## config.mk

```make
export PLATFORM = sky130hd
export DESIGN_NAME = mdio_controller_flat
export DESIGN_NICKNAME = d
export VERILOG_FILES = /design/src/rtl/mdio_controller_if.sv /design/src/rtl/mdio_controller.sv /design/src/flat_wrapper.sv
export SDC_FILE = /design/constraint.sdc
export NUM_CORES = 1
export LEC_CHECK = 0
export ABC_AREA = 1
export ABC_CLOCK_PERIOD_IN_PS = 6800
export BUFFER_PORTS_ARGS = -buffer_cell sky130_fd_sc_hd__buf_2
export CAP_MARGIN = 20
export CORE_UTILIZATION = 57
export CTS_CLUSTER_DIAMETER = 60
export DETAILED_ROUTE_END_ITERATION = 16
export PLACE_DENSITY = 0.76
export SLEW_MARGIN = 40
export SYNTH_ARGS = -nofsm -noshare
export SYNTH_HDL_FRONTEND = slang
export SYNTH_SLANG_ARGS = --single-unit
```

## constraint.sdc

```tcl
create_clock -name clk -period 6.8 [get_ports clk]
set_input_delay 0.68 -clock clk [delete_from_list [all_inputs] [get_ports clk]]
set_output_delay 0.68 -clock clk [all_outputs]
set_load 0.02 [all_outputs]
```

## src/rtl/mdio_controller_if.sv

```systemverilog
// MDIO controller signal bundle: CPU request/response plus PHY-side serial lines.
// The slave modport is the controller; the master modport is the CPU/PHY side.
interface mdio_controller_if;
  logic        MDIO_START;
  logic [31:0] T_DATA;
  logic        MDIO_IN;
  logic        MDC;
  logic        MDIO_OUT;
  logic        MDIO_OE;
  logic [15:0] RD_DATA;
  logic        DATA_RDY;
  logic        BUSY;

  modport slave (
    input  MDIO_START, T_DATA, MDIO_IN,
    output MDC, MDIO_OUT, MDIO_OE, RD_DATA, DATA_RDY, BUSY
  );

  modport master (
    output MDIO_START, T_DATA, MDIO_IN,
    input  MDC, MDIO_OUT, MDIO_OE, RD_DATA, DATA_RDY, BUSY
  );
endinterface

```

## src/rtl/mdio_controller.sv

```systemverilog
// Clause 22 MDIO host transaction generator.
// MDC is a free-running divide of clk; frame bits launch at MDC falls, read data
// is sampled at MDC rises. Define MDIO_PREAMBLE_EN to prepend 32 preamble ones;
// without it the frame starts directly with ST (preamble suppression).
module mdio_controller #(
  parameter int unsigned CLK_DIV = 2
) (
  input logic              clk,
  input logic              reset,
  mdio_controller_if.slave bus
);

  localparam int unsigned DivW = (CLK_DIV > 1) ? $clog2(CLK_DIV) : 1;
  localparam logic [DivW-1:0] DivLast = DivW'(CLK_DIV - 1);

  // StStart holds BUSY while waiting for the first MDC fall of the frame.
  typedef enum logic [2:0] {
    StIdle, StStart, StPreamble, StWrFrame, StRdHdr, StRdTa, StRdData, StDone
  } state_e;

  state_e          state_q, state_d;
  logic [5:0]      cnt_q, cnt_d;
  logic [5:0]      last_bit;
  logic [DivW-1:0] div_q;
  logic            mdc_q;
  logic [31:0]     tdata_q;
  logic [15:0]     shift_q, rd_data_q;
  logic            out_q, out_d, oe_q, oe_d;
  logic            busy_q, busy_d, data_rdy_q, data_rdy_d;
  logic            tick, mdc_rise, mdc_fall, op_legal, accept, is_read;

  assign tick     = (div_q == DivLast);
  assign mdc_rise = tick & ~mdc_q;
  assign mdc_fall = tick & mdc_q;
  assign op_legal = (bus.T_DATA[29:28] == 2'b01) | (bus.T_DATA[29:28] == 2'b10);
  assign accept   = (state_q == StIdle) & bus.MDIO_START & op_legal;
  assign is_read  = (tdata_q[29:28] == 2'b10);

  // Free-running MDC divider, independent of frame activity.
  always_ff @(posedge clk or posedge reset) begin
    if (reset) begin
      div_q <= '0;
      mdc_q <= 1'b0;
    end else if (tick) begin
      div_q <= '0;
      mdc_q <= ~mdc_q;
    end else begin
      div_q <= div_q + 1'b1;
    end
  end

  // Index of the final MDC period of the current phase.
  always_comb begin
    case (state_q)
      StPreamble, StWrFrame: last_bit = 6'd31;
      StRdHdr:               last_bit = 6'd13;
      StRdTa:                last_bit = 6'd1;
      StRdData:              last_bit = 6'd15;
      default:               last_bit = 6'd0;
    endcase
  end

  // State and bit-counter register.
  always_ff @(posedge clk or posedge reset) begin
    if (reset) begin
      state_q <= StIdle;
      cnt_q   <= '0;
    end else begin
      state_q <= state_d;
      cnt_q   <= cnt_d;
    end
  end

  // Next state: phases advance on MDC falls; cnt_q is the bit index on the wire.
  always_comb begin
    state_d = state_q;
    cnt_d   = cnt_q;
    case (state_q)
      StIdle: begin
        if (accept) begin
          state_d = StStart;
          cnt_d   = '0;
        end
      end
      StStart: begin
        if (mdc_fall) begin
`ifdef MDIO_PREAMBLE_EN
          state_d = StPreamble;
`else
          state_d = is_read ? StRdHdr : StWrFrame;
`endif
          cnt_d   = '0;
        end
      end
      StDone: state_d = StIdle;
      default: begin
        if (mdc_fall) begin
          if (cnt_q == last_bit) begin
            cnt_d = '0;
            case (state_q)
              StPreamble: state_d = is_read ? StRdHdr : StWrFrame;
              StRdHdr:    state_d = StRdTa;
              StRdTa:     state_d = StRdData;
              default:    state_d = StDone;
            endcase
          end else begin
            cnt_d = cnt_q + 6'd1;
          end
        end
      end
    endcase
  end

  // Outputs: serial line launched at MDC fall from the phase being entered/continued.
  always_comb begin
    out_d = out_q;
    oe_d  = oe_q;
    if (mdc_fall) begin
      case (state_d)
        StPreamble: begin
          oe_d  = 1'b1;
          out_d = 1'b1;
        end
        StWrFrame, StRdHdr: begin
          oe_d  = 1'b1;
          out_d = tdata_q[~cnt_d[4:0]];
        end
        default: begin
          oe_d  = 1'b0;
          out_d = 1'b0;
        end
      endcase
    end
    busy_d     = (state_d != StIdle);
    data_rdy_d = (state_d == StDone) & is_read;
  end

  // Output, request latch and read-data registers.
  always_ff @(posedge clk or posedge reset) begin
    if (reset) begin
      out_q      <= 1'b0;
      oe_q       <= 1'b0;
      busy_q     <= 1'b0;
      data_rdy_q <= 1'b0;
      tdata_q    <= '0;
      shift_q    <= '0;
      rd_data_q  <= '0;
    end else begin
      out_q      <= out_d;
      oe_q       <= oe_d;
      busy_q     <= busy_d;
      data_rdy_q <= data_rdy_d;
      if (accept) tdata_q <= bus.T_DATA;
      if (mdc_rise && state_q == StRdData) shift_q <= {shift_q[14:0], bus.MDIO_IN};
      if (data_rdy_d) rd_data_q <= shift_q;
    end
  end

  assign bus.MDC      = mdc_q;
  assign bus.MDIO_OUT = out_q;
  assign bus.MDIO_OE  = oe_q;
  assign bus.BUSY     = busy_q;
  assign bus.DATA_RDY = data_rdy_q;
  assign bus.RD_DATA  = rd_data_q;

endmodule
```

## src/flat_wrapper.sv

```systemverilog
// flat-port wrapper written by rule: the top's interface ports become plain ports
module mdio_controller_flat 
#(
  parameter int unsigned CLK_DIV = 2
)
  (clk, reset, bus_MDIO_START, bus_T_DATA, bus_MDIO_IN, bus_MDC, bus_MDIO_OUT, bus_MDIO_OE, bus_RD_DATA, bus_DATA_RDY, bus_BUSY);
  mdio_controller_if bus_i ();
  input logic clk;
  input logic reset;
  input wire logic [$bits(bus_i.MDIO_START)-1:0] bus_MDIO_START;
  input wire logic [$bits(bus_i.T_DATA)-1:0] bus_T_DATA;
  input wire logic [$bits(bus_i.MDIO_IN)-1:0] bus_MDIO_IN;
  output wire logic [$bits(bus_i.MDC)-1:0] bus_MDC;
  output wire logic [$bits(bus_i.MDIO_OUT)-1:0] bus_MDIO_OUT;
  output wire logic [$bits(bus_i.MDIO_OE)-1:0] bus_MDIO_OE;
  output wire logic [$bits(bus_i.RD_DATA)-1:0] bus_RD_DATA;
  output wire logic [$bits(bus_i.DATA_RDY)-1:0] bus_DATA_RDY;
  output wire logic [$bits(bus_i.BUSY)-1:0] bus_BUSY;
  assign bus_i.MDIO_START = bus_MDIO_START;
  assign bus_i.T_DATA = bus_T_DATA;
  assign bus_i.MDIO_IN = bus_MDIO_IN;
  assign bus_MDC = bus_i.MDC;
  assign bus_MDIO_OUT = bus_i.MDIO_OUT;
  assign bus_MDIO_OE = bus_i.MDIO_OE;
  assign bus_RD_DATA = bus_i.RD_DATA;
  assign bus_DATA_RDY = bus_i.DATA_RDY;
  assign bus_BUSY = bus_i.BUSY;
  mdio_controller #(.CLK_DIV(CLK_DIV)) u_core (.clk(clk), .reset(reset), .bus(bus_i));
endmodule
```

==> key figures, run 1 <==
Synthesis
  – Top-area cell type share of the netlist area: 0.500
  – Synthesized area: 3950 sq um
  – Syn nets: 502
  – Most frequent cell after synthesis: nand2_1
  – Compound-gate portion of the synthesized area: 0.115
  – Synth cell types: 34
  – Simple-Gate Fraction of Synth Area: 0.256
  – Synth warnings: 0
  – Dominant cell type by area after synthesis: dfrtp_1
  – Cells after synthesis: 465
  – Ys flop type: dfrtp_1
  – List of most frequent post-synthesis cells: 122 x nand2_1, 79 x dfrtp_1, 62 x inv_1
  – Mux cell area share after synthesis: 0.0228
  – Synth Area in Adders: 0.00317
  – Synth Area in XOR/XNOR: 0.00443
  – Async SR Flop Fraction: 1.00
  – Largest family of logic cells by synthesized area: simple AND/OR/NAND/NOR gates
  – Mean area per synthesized cell: 8.50 sq um
  – Post-synth EDFFs: 0
  – Top cells by area, synth: dfrtp_1 50%, nand2_1 12%, nand3_1 6.3%
  – Sequential fraction of the synthesis area: 0.500
  – Seq cells post-synth: 79

Power and ir drop
  – Clk pwr share: 0.248
  – Int Pwr: 0.000984 W
  – Sequential cell fraction of total power: 0.414
  – Logic pwr share: 0.338
  – Cell area power density: 354 nW/um^2
  – Leak Pwr: 2.26 nW
  – Worst vdd ir: 0.204 mV
  – Switching Share: 0.378
  – Switching pwr: 0.000599 W

Final layout
  – Seq. cell area: 1980 sq um
  – Fill cells: 543
  – Design area: 4470 sq um
  – Area of the multi-input gates: 1600 sq um
  – Synthesis-to-layout area growth: 13.0%
  – Fraction of layout cells with a size suffix above 1: 0.264
  – Nets: 554
  – ANT cells: 0
  – Util after Layout: 0.684

Drt
  – Iter 0 DRT Violations: 245
  – Final wirelength: 7.84 mm
  – DR pass1 iterations: 5
  – Vias: 3151
  – ANT nets after route: 0
  – Routed length per instance: 13.1 um
  – DRC Markers: 0
  – DR vias/cell: 5.26

Worst setup path
  – Delay-heaviest family, CP: simple AND/OR/NAND/NOR gates
  – Critical-path cell list: nand2_4, inv_1, nand3_1, nand2_4, inv_1, nand2_1, nand3_1, nand3_1, nand3_1, nand3_1, nand3_1, a21oi_2
  – Worst setup EP type: flip-flop
  – R2r setup slk: 4.32 ns
  – WP data arrival: 2.76 ns
  – RR Startpoint: u_core.bus.MDC$_DFFE_PP0P_
  – Worst R2R End: u_core.bus.MDIO_OUT$_DFFE_PP0P_
  – CP bufs+invs: 2
  – CP Max Fanout: 17
  – Crit path launch type: flip-flop
  – Worst path required time: 7.08 ns
  – Cell repeated most along the worst path: nand3_1
  – R2R depth: 12
  – Slowest CP cell: nand3_1
  – CP max stage delay: 0.45 ns
  – CP Class: reg2reg

Clocking
  – Hold buffer count at CTS: 0
  – Clock-pin slew on the worst setup and hold paths: 0.09 ns
  – Clock Latency Late Sink: 0.35 ns
  – CTS tree: built
  – H-tree levels: 3
  – Clk sinks: 79
  – Root buffer cell: clkbuf_8
  – CTS resizes: 0
  – Deepest clock path buffer count: 2
  – Clock buffer count from CTS: 9
  – Postcts setup bufs: 0

Timing
  – Final hold violations: 0
  – Final Skew: 0.0111 ns
  – Slew HR: 0.541
  – Hold_ws: 0.484 ns
  – # setup viols final: 0
  – Peak Freq: 404 MHz
  – Minimum clock period: 2.48 ns
  – Final setup TNS: 0 ns
  – Final Max Slew Viols: 0
  – Period utilization: 0.364
  – Transition time of the tightest slew-check pin: 0.688 ns
  – Unrepaired setup endpoints after global routing: no

Worst hold path
  – Hold depth: 2
  – Worst hold path endpoint: u_core.shift_q[15]$_DFFE_PP0P_
  – Hold crit path type: reg2reg
  – Hold path startpoint: u_core.shift_q[14]$_DFFE_PP0P_

GRT
  – First-pass GRT wire length: 13.6 mm
  – Gr usage total: 0.239
  – Total gr overflow: 0
  – Largest net degree at the start of global routing: 80
  – Number of global-route vias before repair: 2946
  – Initial antenna violation count: 0

Run
  – Max cap viols: 0

Floorplan
  – Die Y: 85.3 um
  – Die W: 85.3 um
  – Full die area: 7270 sq um
  – Core area: 6530 sq um
  – # rows: 29
  – Boundary Pins: 57
  – Starting Density: 0.605

Placement
  – Port Buffer Count: 56
  – Placed inst area: 4240 sq um
  – Hpwl dp: 5.43 mm
  – Placer Congestion: 0.889

Outcome
  – Status: completed
-- power groups by stage --
| stage | registers [W] | clock network (W) | logic (W) |
|---|---|---|---|
| 2_1_floorplan | 0.000648 | 0 | 0.000431 |
| 3_3_place_gp | 0.000660 | 0 | 0.000515 |
| 3_5_place_dp | 0.000663 | 0 | 0.000529 |
| 4_1_cts | 0.000654 | 0.000403 | 0.000533 |
| 5_1_grt | 0.000670 | 0.000419 | 0.000604 |
| 6_report | 0.000655 | 0.000393 | 0.000535 |
-- cell type report --
cell class | count | share of cell area
clock buffers | 9 | 0.0277
clock inverters | 7 | 0.0232
inverters | 69 | 0.0585
multi-input cells | 299 | 0.358
flip-flops and latches | 79 | 0.443
well taps | 77 | 0.0216
repair buffers | 59 | 0.0686
-- cells by family (layout without fill, tap and decap cells) --
group / Yosys count / in the layout
buf+inv: 87 / 144
flops: 79 / 79
fa+ha+maj: 1 / 1
xor+xnor: 2 / 2
mux: 8 / 8
compound gates: 71 / 71
simple gates: 217 / 217
-- metal layers --
metal	share of wire	vias to the layer above	GRT usage	wire (um)
li1	-	1577	-	-
met1	0.49	1473	0.369	3850
met2	0.44	94	0.340	3480
met3	0.054	7	0.0477	421
met4	0.011	0	0.0818	83
met5	0	-	0	0
-- worst max path at each step --
stage	startpoint	end	slack (ns)	cells past startpoint
finish	u_core.bus.MDC$_DFFE_PP0P_	u_core.bus.MDIO_OUT$_DFFE_PP0P_	4.32	12
global placement	bus_T_DATA[28]	u_core.bus.RD_DATA[13]$_DFFE_PP0P_	4.23	13
floorplan	reset	u_core.bus.BUSY$_DFF_PP0_	4.10	1
global route	u_core.bus.MDC$_DFFE_PP0P_	u_core.bus.MDIO_OUT$_DFFE_PP0P_	4.10	12
CTS	u_core.state_q[1]$_DFF_PP0_	u_core.bus.RD_DATA[12]$_DFFE_PP0P_	4.32	13
detailed placement	bus_T_DATA[29]	u_core.bus.RD_DATA[5]$_DFFE_PP0P_	4.19	12
-- registers in the layout (all words and copies together), names as in the netlist --
signal and cells:
u_core.bus.MDIO_OUT 1, u_core.bus.DATA_RDY 1, u_core.bus.BUSY 1, u_core.tdata_q 32, u_core.shift_q 16, u_core.bus.MDIO_OE 1
u_core.div_q 1, u_core.cnt_q 6, u_core.bus.MDC 1, u_core.bus.RD_DATA 16, u_core.state_q 3
-- per-stage QoR --
step | total power, W | setup slack, ns | std cells
floorplan | 0.00108 | 4.10 | 465
global placement | 0.00117 | 4.23 | 583
finish | 0.00158 | 4.32 | 599
detailed placement | 0.00119 | 4.19 | 583
CTS | 0.00159 | 4.32 | 599
global route | 0.00169 | 4.10 | 599
-- worst reg2reg max path, delay by kind of cell, from the launching register on --
| family | cells | cell delay [ns] |
|---|---|---|
| and+or+nand+nor | 9 | 1.38 |
| buffers and inverters | 2 | 0.46 |
| DFF | 1 | 0.44 |
| AOI/OAI and AO/OA | 1 | 0.13 |
-- layout by cell type (no fill, tap or decap) --
master | synthesis | layout
o21ai_2 | 16 | 16
buf_4 | 0 | 2
nor2_4 | 2 | 3
inv_6 | 0 | 2
o21a_1 | 2 | 2
dfrtp_1 | 79 | 79
clkinv_4 | 0 | 3
o211ai_2 | 2 | 2
nand3_1 | 50 | 50
nand4_1 | 2 | 2
nand2_1 | 122 | 122
o31ai_1 | 1 | 1
clkbuf_8 | 0 | 9
bufinv_16 | 0 | 2
mux2_2 | 8 | 8
a21oi_1 | 1 | 1
xor2_1 | 2 | 2
nand2_4 | 5 | 5
ha_1 | 1 | 1
inv_2 | 6 | 7
o21ai_0 | 45 | 45
nand3b_1 | 2 | 2
a31oi_1 | 1 | 1
nand4_4 | 1 | 1
nand2_2 | 12 | 12
inv_1 | 62 | 61
nor2_2 | 1 | 1
a21oi_2 | 2 | 2
nor2_1 | 14 | 13
or2_2 | 1 | 1
nor3_2 | 1 | 2
nand3_2 | 1 | 1
a22oi_2 | 1 | 1
inv_4 | 1 | 1
nor3_1 | 3 | 2
buf_6 | 8 | 1
buf_2 | 1 | 56
No activity file was read; power rests on OpenSTA's default activity.
==> run 2, diff against run 1 <==
--- a/config.mk
+++ b/config.mk
@@ -6,13 +6,13 @@
 export NUM_CORES = 1
 export LEC_CHECK = 0
 export ABC_AREA = 1
-export ABC_CLOCK_PERIOD_IN_PS = 6800
+export ABC_CLOCK_PERIOD_IN_PS = 2200
 export BUFFER_PORTS_ARGS = -buffer_cell sky130_fd_sc_hd__buf_2
 export CAP_MARGIN = 20
-export CORE_UTILIZATION = 57
+export CORE_UTILIZATION = 52
 export CTS_CLUSTER_DIAMETER = 60
 export DETAILED_ROUTE_END_ITERATION = 16
-export PLACE_DENSITY = 0.76
+export PLACE_DENSITY = 0.72
 export SLEW_MARGIN = 40
 export SYNTH_ARGS = -nofsm -noshare
 export SYNTH_HDL_FRONTEND = slang
==> constraint.sdc (replaced) <==
create_clock -name clk -period 2.2 [get_ports clk]
set_input_delay 0.22 -clock clk [delete_from_list [all_inputs] [get_ports clk]]
set_output_delay 0.22 -clock clk [all_outputs]
set_load 0.02 [all_outputs]
==> key figures, run 2 (same netlist as run 1, synthesis figures left out) <==
Placement
  – Dpl ws: -0.00390 ns (-4.20 ns)
  – Hpwl dp: 5.75 mm (+5.9%)
  – Placer Congestion: 0.924 (+4.0%)
  – Placed Cells: 613 (+5.1%)
  – Port Buffer Count: 56 (unchanged)

GRT
  – Number of global-route vias before repair: 2995 (+1.7%)
  – Total gr overflow: 0 (unchanged)
  – Largest net degree at the start of global routing: 80 (unchanged)
  – First-pass GRT wire length: 13.8 mm (+1.2%)
  – Gr usage total: 0.228 (-0.0116)
  – Initial antenna violation count: 0 (unchanged)

Timing
  – Final hold violations: 0 (unchanged)
  – Final worst slack: 0.0570 ns (-4.27 ns)
  – Minimum clock period: 2.14 ns (-0.334 ns)
  – Unrepaired setup endpoints after global routing: yes
  – Slew HR: 0.731 (+0.189)
  – Peak Freq: 467 MHz (+16%)
  – Final Max Slew Viols: 0 (unchanged)
  – Period utilization: 0.974 (+0.610)
  – Final Skew: 0.00920 ns (-0.00188 ns)
  – Hold_ws: 0.0636 ns (-0.420 ns)
  – Transition time of the tightest slew-check pin: 0.404 ns (-0.284 ns)
  – # setup viols final: 0 (unchanged)

Final layout
  – Fin cells: 646 (+7.8%)
  – Biggest register: u_core.tdata_q
  – Fill cells: 652 (+20%)
  – ANT cells: 0 (unchanged)
  – Synthesis-to-layout area growth: 22.3%
  – Fraction of layout cells with a size suffix above 1: 0.333 (+0.0684)
  – Commonest non-fill, non-tap cell in the layout: nand2_1
  – Nets: 579 (+4.5%)
  – Max reg flops: 32 (unchanged)
  – Commonest non-fill, non-tap cells in the layout: 112 x nand2_1, 76 x dfrtp_1, 59 x inv_1, 56 x buf_2, 48 x nand3_1

Drt
  – Routed length per instance: 13.2 um (+1.1%)
  – Final wirelength: 8.55 mm (+9.0%)
  – Vias: 3291 (+4.4%)
  – ANT nets after route: 0 (unchanged)
  – DR vias/cell: 5.09 (-3.2%)
  – Iter 0 DRT Violations: 264 (+7.8%)
  – DRC Markers: 0 (unchanged)
  – DR pass1 iterations: 5 (unchanged)

Clocking
  – Clock Latency Late Sink: 0.36 ns (about the same)
  – Clock buffer count from CTS: 9 (unchanged)
  – H-tree levels: 3 (unchanged)
  – Clock-pin slew on the worst setup and hold paths: 0.09 ns (about the same)
  – CTS tree: built
  – Deepest clock path buffer count: 2 (unchanged)
  – Clk sinks: 79 (unchanged)
  – Root buffer cell: clkbuf_8

Power and ir drop
  – Leak Pwr: 2.41 nW (+6.5%)
  – Cell area power density: 1030 nW/um^2 (+190%)
  – Design Power: 0.00500 W (+220%)
  – Worst vdd ir: 0.553 mV (+170%)

Outcome
  – Status: completed

Floorplan
  – Full die area: 7950 sq um (+9.4%)
  – Die Y: 89.2 um (+4.6%)
  – Boundary Pins: 57 (unchanged)
  – Starting Density: 0.542 (-0.0631)
  – Core area: 7290 sq um (+12%)
  – Die W: 89.2 um (+4.6%)
  – # rows: 31 (+6.9%)

Worst hold path
  – Hold crit path type: in2reg

Worst setup path
  – Worst path required time: 2.46 ns (-4.62 ns)
  – Crit path launch type: flip-flop
  – Worst setup EP type: flip-flop
  – WP data arrival: 2.40 ns (-0.36 ns)
  – CP Class: reg2reg
  – CP Max Fanout: 6 (-11)

Run
  – Max cap viols: 0 (unchanged)
run 2: final cells by class:
type | instances | area [sq um] | share of cell area
flip-flops and latches | 79 | 1980 | 0.410
repair buffers | 83 | 588 | 0.122
multi-input cells | 300 | 1680 | 0.348
clock inverters | 7 | 63.8 | 0.0132
inverters | 69 | 272 | 0.0562
clock buffers | 9 | 124 | 0.0256
well taps | 99 | 124 | 0.0256
run 2: final timing paths:
path                                                 from                                 end  slack (ns)  depth (start not counted)
setup / recovery              u_core.state_q[2]$_DFF_PP0_  u_core.bus.RD_DATA[15]$_DFFE_PP0P_        0.06                         13
hold / removal                              bus_T_DATA[5]       u_core.tdata_q[5]$_DFFE_PP0P_        0.06                          3
setup reg to reg              u_core.state_q[2]$_DFF_PP0_  u_core.bus.RD_DATA[15]$_DFFE_PP0P_        0.06                         13
hold reg to reg            u_core.bus.MDIO_OE$_DFFE_PP0P_      u_core.bus.MDIO_OE$_DFFE_PP0P_        0.48                          2
max in group asynchronous                           reset         u_core.state_q[2]$_DFF_PP0_        1.35                          4
min in group asynchronous                           reset   u_core.bus.RD_DATA[3]$_DFFE_PP0P_        0.52                          4
run 2: report_power, final:
part	internal, W	switching (W)	leakage [nW]
registers	0.00182	0.000216	1.02
logic	0.000753	0.00116	1.30
clock network	0.000435	0.000610	0.0903
run 2: critical path: stages (launching register included):
cell and delay (ns):
dfrtp_2 0.49, inv_4 0.10, nand2_4 0.05, nand2_2 0.06, nand3_2 0.07, nor2_4 0.16
nand4_4 0.18, o211ai_2 0.23, nand2_2 0.15, nor2_4 0.13, nand2_4 0.12, clkbuf_16 0.18
nand2_1 0.07, o21ai_2 0.05
run 2: layer usage:
layer / track usage / routed length [um] / vias up / part of all wire
li1: - / - / 1636 / -
met1: 0.329 / 4030 / 1563 / 0.47
met2: 0.341 / 4000 / 79 / 0.47
met3: 0.0517 / 395 / 13 / 0.046
met4: 0.0765 / 120 / 0 / 0.014
met5: 0 / 0 / - / 0
run 2: metrics by stage:
| stage | cell area [sq um] | utilization | setup TNS (ns) |
|---|---|---|---|
| 3_5_place_dp | 4360 | 0.598 | -0.00390 |
| 3_3_place_gp | 4360 | 0.598 | 0 |
| 5_1_grt | 4830 | 0.663 | -0.814 |
| 6_report | 4830 | 0.663 | 0 |
| 2_1_floorplan | 3960 | - | 0 |
| 4_1_cts | 4580 | 0.628 | 0 |
run 2: timing repair:
action | CTS | global route
gates cloned | 1 | 3
setup endpoints to repair | 6 | 19
pin swaps | 1 | 9
gates resized for setup | 2 | 28
hold buffers | 1 | 0
hold endpoints to repair | 79 | 0
buffers inserted | 0 | 12
==> run 3, diff against run 2 <==
--- a/config.mk
+++ b/config.mk
@@ -6,13 +6,13 @@
 export NUM_CORES = 1
 export LEC_CHECK = 0
 export ABC_AREA = 1
-export ABC_CLOCK_PERIOD_IN_PS = 2200
+export ABC_CLOCK_PERIOD_IN_PS = 2600
 export BUFFER_PORTS_ARGS = -buffer_cell sky130_fd_sc_hd__buf_2
 export CAP_MARGIN = 20
-export CORE_UTILIZATION = 52
+export CORE_UTILIZATION = 57
 export CTS_CLUSTER_DIAMETER = 60
 export DETAILED_ROUTE_END_ITERATION = 16
-export PLACE_DENSITY = 0.72
+export PLACE_DENSITY = 0.76
 export SLEW_MARGIN = 40
 export SYNTH_ARGS = -nofsm -noshare
 export SYNTH_HDL_FRONTEND = slang
==> constraint.sdc (replaced) <==
create_clock -name clk -period 2.6 [get_ports clk]
set_input_delay 0.26 -clock clk [delete_from_list [all_inputs] [get_ports clk]]
set_output_delay 0.26 -clock clk [all_outputs]
set_load 0.02 [all_outputs]
==> key figures, run 3 (same netlist as run 1, synthesis figures left out) <==
Worst setup path
  – Critical-path cell list: nand2_2, nand2_2, nand2_4, inv_2, nand3_1, nand2_1, nand2_2, nand2_8, clkinvlp_4, nand2_1, nand3_1, nand3_1, nand3_1, nand3_1, nand3_1, a21oi_2
  – CP Class: reg2reg
  – Worst setup EP type: flip-flop
  – Worst path required time: 2.88 ns (+0.42 ns)
  – CP max stage delay: 0.48 ns (about the same)
  – CP Max Fanout: 17 (+11)
  – Cell repeated most along the worst path: nand3_1
  – Crit path launch type: flip-flop
  – Slowest CP cell: dfrtp_1
  – R2R depth: 16 (+3)
  – WP data arrival: 2.64 ns (+0.24 ns)

Final layout
  – Nets: 556 (-4.0%)
  – Fill cells: 550 (-16%)
  – Seq. cell area: 1980 sq um (-0.13%)
  – Synthesis-to-layout area growth: 13.4%
  – Biggest register: u_core.tdata_q
  – ANT cells: 0 (unchanged)
  – Max reg flops: 32 (unchanged)
  – Commonest non-fill, non-tap cells in the layout: 122 x nand2_1, 78 x dfrtp_1, 60 x inv_1, 56 x buf_2, 50 x nand3_1
  – Fraction of layout cells with a size suffix above 1: 0.271 (-0.0617)
  – Commonest non-fill, non-tap cell in the layout: nand2_1
  – Design area: 4480 sq um (-7.3%)
  – Area of the multi-input gates: 1610 sq um (-4.5%)

Timing
  – Final hold violations: 38 (+38)
  – Hold_ws: -0.0273 ns (-0.0908 ns)
  – Period utilization: 0.906 (-0.0682)
  – Transition time of the tightest slew-check pin: 0.670 ns (+0.266 ns)
  – Slew HR: 0.553 (-0.178)
  – # setup viols final: 0 (unchanged)
  – Final Skew: 0.00642 ns (-0.00278 ns)
  – Final Max Slew Viols: 0 (unchanged)
  – Minimum clock period: 2.36 ns (+0.212 ns)
  – Final setup TNS: 0 ns (unchanged)
  – Unrepaired setup endpoints after global routing: no
  – Peak Freq: 425 MHz (-9.0%)

Clocking
  – Root buffer cell: clkbuf_8
  – Clock-pin slew on the worst setup and hold paths: 0.09 ns (about the same)
  – CTS tree: built
  – Clock Latency Late Sink: 0.35 ns (about the same)
  – Clk sinks: 79 (unchanged)
  – CTS resizes: 0 (-2)
  – Hold buffer count at CTS: 0 (-1)
  – Deepest clock path buffer count: 2 (unchanged)
  – Postcts setup bufs: 0 (unchanged)
  – H-tree levels: 3 (unchanged)
  – Clock buffer count from CTS: 9 (unchanged)

Floorplan
  – Core area: 6530 sq um (-10%)
  – # rows: 29 (-6.5%)
  – Full die area: 7270 sq um (-8.6%)
  – Starting Density: 0.605 (+0.0631)
  – Die W: 85.3 um (-4.4%)
  – Die Y: 85.3 um (-4.4%)
  – Boundary Pins: 57 (unchanged)

Outcome
  – Status: finished with violations
  – Failing checks: hold timing

Drt
  – DR vias/cell: 5.22 (+2.4%)
  – DRC Markers: 0 (unchanged)
  – Final wirelength: 8.10 mm (-5.2%)
  – Routed length per instance: 13.5 um (+1.9%)
  – Iter 0 DRT Violations: 200 (-24%)
  – DR pass1 iterations: 9 (+4)
  – Vias: 3136 (-4.7%)
  – ANT nets after route: 0 (unchanged)

Placement
  – Hpwl dp: 5.62 mm (-2.4%)
  – Placed inst area: 4260 sq um (-2.3%)
  – Port Buffer Count: 56 (unchanged)
  – Placer Congestion: 0.931 (+0.74%)

Worst hold path
  – Hold crit path type: in2async

GRT
  – Initial antenna violation count: 0 (unchanged)
  – Number of global-route vias before repair: 3061 (+2.2%)
  – Largest net degree at the start of global routing: 57 (-29%)
  – Gr usage total: 0.248 (+0.0201)
  – Total gr overflow: 0 (unchanged)
  – First-pass GRT wire length: 14.0 mm (+1.8%)

Power and ir drop
  – Leak Pwr: 2.25 nW (-6.5%)
  – Worst vdd ir: 0.557 mV (+0.76%)
  – Cell area power density: 902 nW/um^2 (-13%)

Run
  – Max cap viols: 0 (unchanged)
-- run 3: changes by cell type in the layout (fill, tap and decap cells not counted), moves of 3 or more --
| cell | previous run | this run |
|---|---|---|
| clkbuf_16 | 3 | 0 |
| buf_12 | 4 | 1 |
| buf_4 | 19 | 4 |
| nand2_2 | 19 | 12 |
| nand2_4 | 7 | 4 |
| nand2_1 | 112 | 122 |
-- run 3: layout make-up --
type | count | share of cell area
repair buffers | 61 | 0.0737
clock buffers | 10 | 0.0307
well taps | 77 | 0.0215
flip-flops and latches | 79 | 0.441
multi-input cells | 299 | 0.358
clock inverters | 6 | 0.0151
inverters | 69 | 0.0594
-- run 3: path summary, 6_finish.rpt --
| kind | startpoint | slack [ns] | endpoint |
|---|---|---|---|
| max reg2reg | u_core.state_q[0]$_DFF_PP0_ | 0.24 | u_core.bus.MDIO_OUT$_DFFE_PP0P_ |
| min in group clk | bus_T_DATA[9] | 0.11 | u_core.tdata_q[9]$_DFFE_PP0P_ |
| max | u_core.state_q[0]$_DFF_PP0_ | 0.24 | u_core.bus.MDIO_OUT$_DFFE_PP0P_ |
| min | reset | -0.03 | u_core.shift_q[3]$_DFFE_PP0P_ |
| min reg2reg | u_core.bus.RD_DATA[15]$_DFFE_PP0P_ | 0.48 | u_core.bus.RD_DATA[15]$_DFFE_PP0P_ |
| max in group asynchronous | reset | 1.98 | u_core.tdata_q[14]$_DFFE_PP0P_ |
-- run 3: stage by stage --
stage	cells	setup WS, ns	power (W)	utilization	hold slack [ns]
2_1_floorplan	465	0.317	0.00282	-	0.381
3_3_place_gp	585	0.263	0.00307	0.653	0.458
3_5_place_dp	585	0.235	0.00310	0.653	0.463
4_1_cts	601	0.212	0.00405	0.684	0.0792
5_1_grt	601	0.0115	0.00435	0.686	0.0230
6_report	601	0.245	0.00404	0.686	-0.0273
-- run 3: per-layer routing --
metal / vias to the layer above / global-route usage / share of wire
met3: 12 / 0.0710 / 0.056
met4: 0 / 0.0727 / 0.014
met2: 87 / 0.377 / 0.45
li1: 1583 / - / -
met1: 1454 / 0.350 / 0.48
met5: - / 0 / 0
-- run 3: power breakdown --
group / total [W] / internal [W] / switching (W)
Combinational: 0.00140 / 0.000493 / 0.000908
Sequential: 0.00170 / 0.00154 / 0.000162
Clock: 0.000941 / 0.000475 / 0.000466
-- run 3: critical path, delay by kind of cell, from the launching register on --
family,cells,cell delay [ns]
simple gates,13,1.39
buf+inv,2,0.29
flops,1,0.48
compound gates,1,0.12
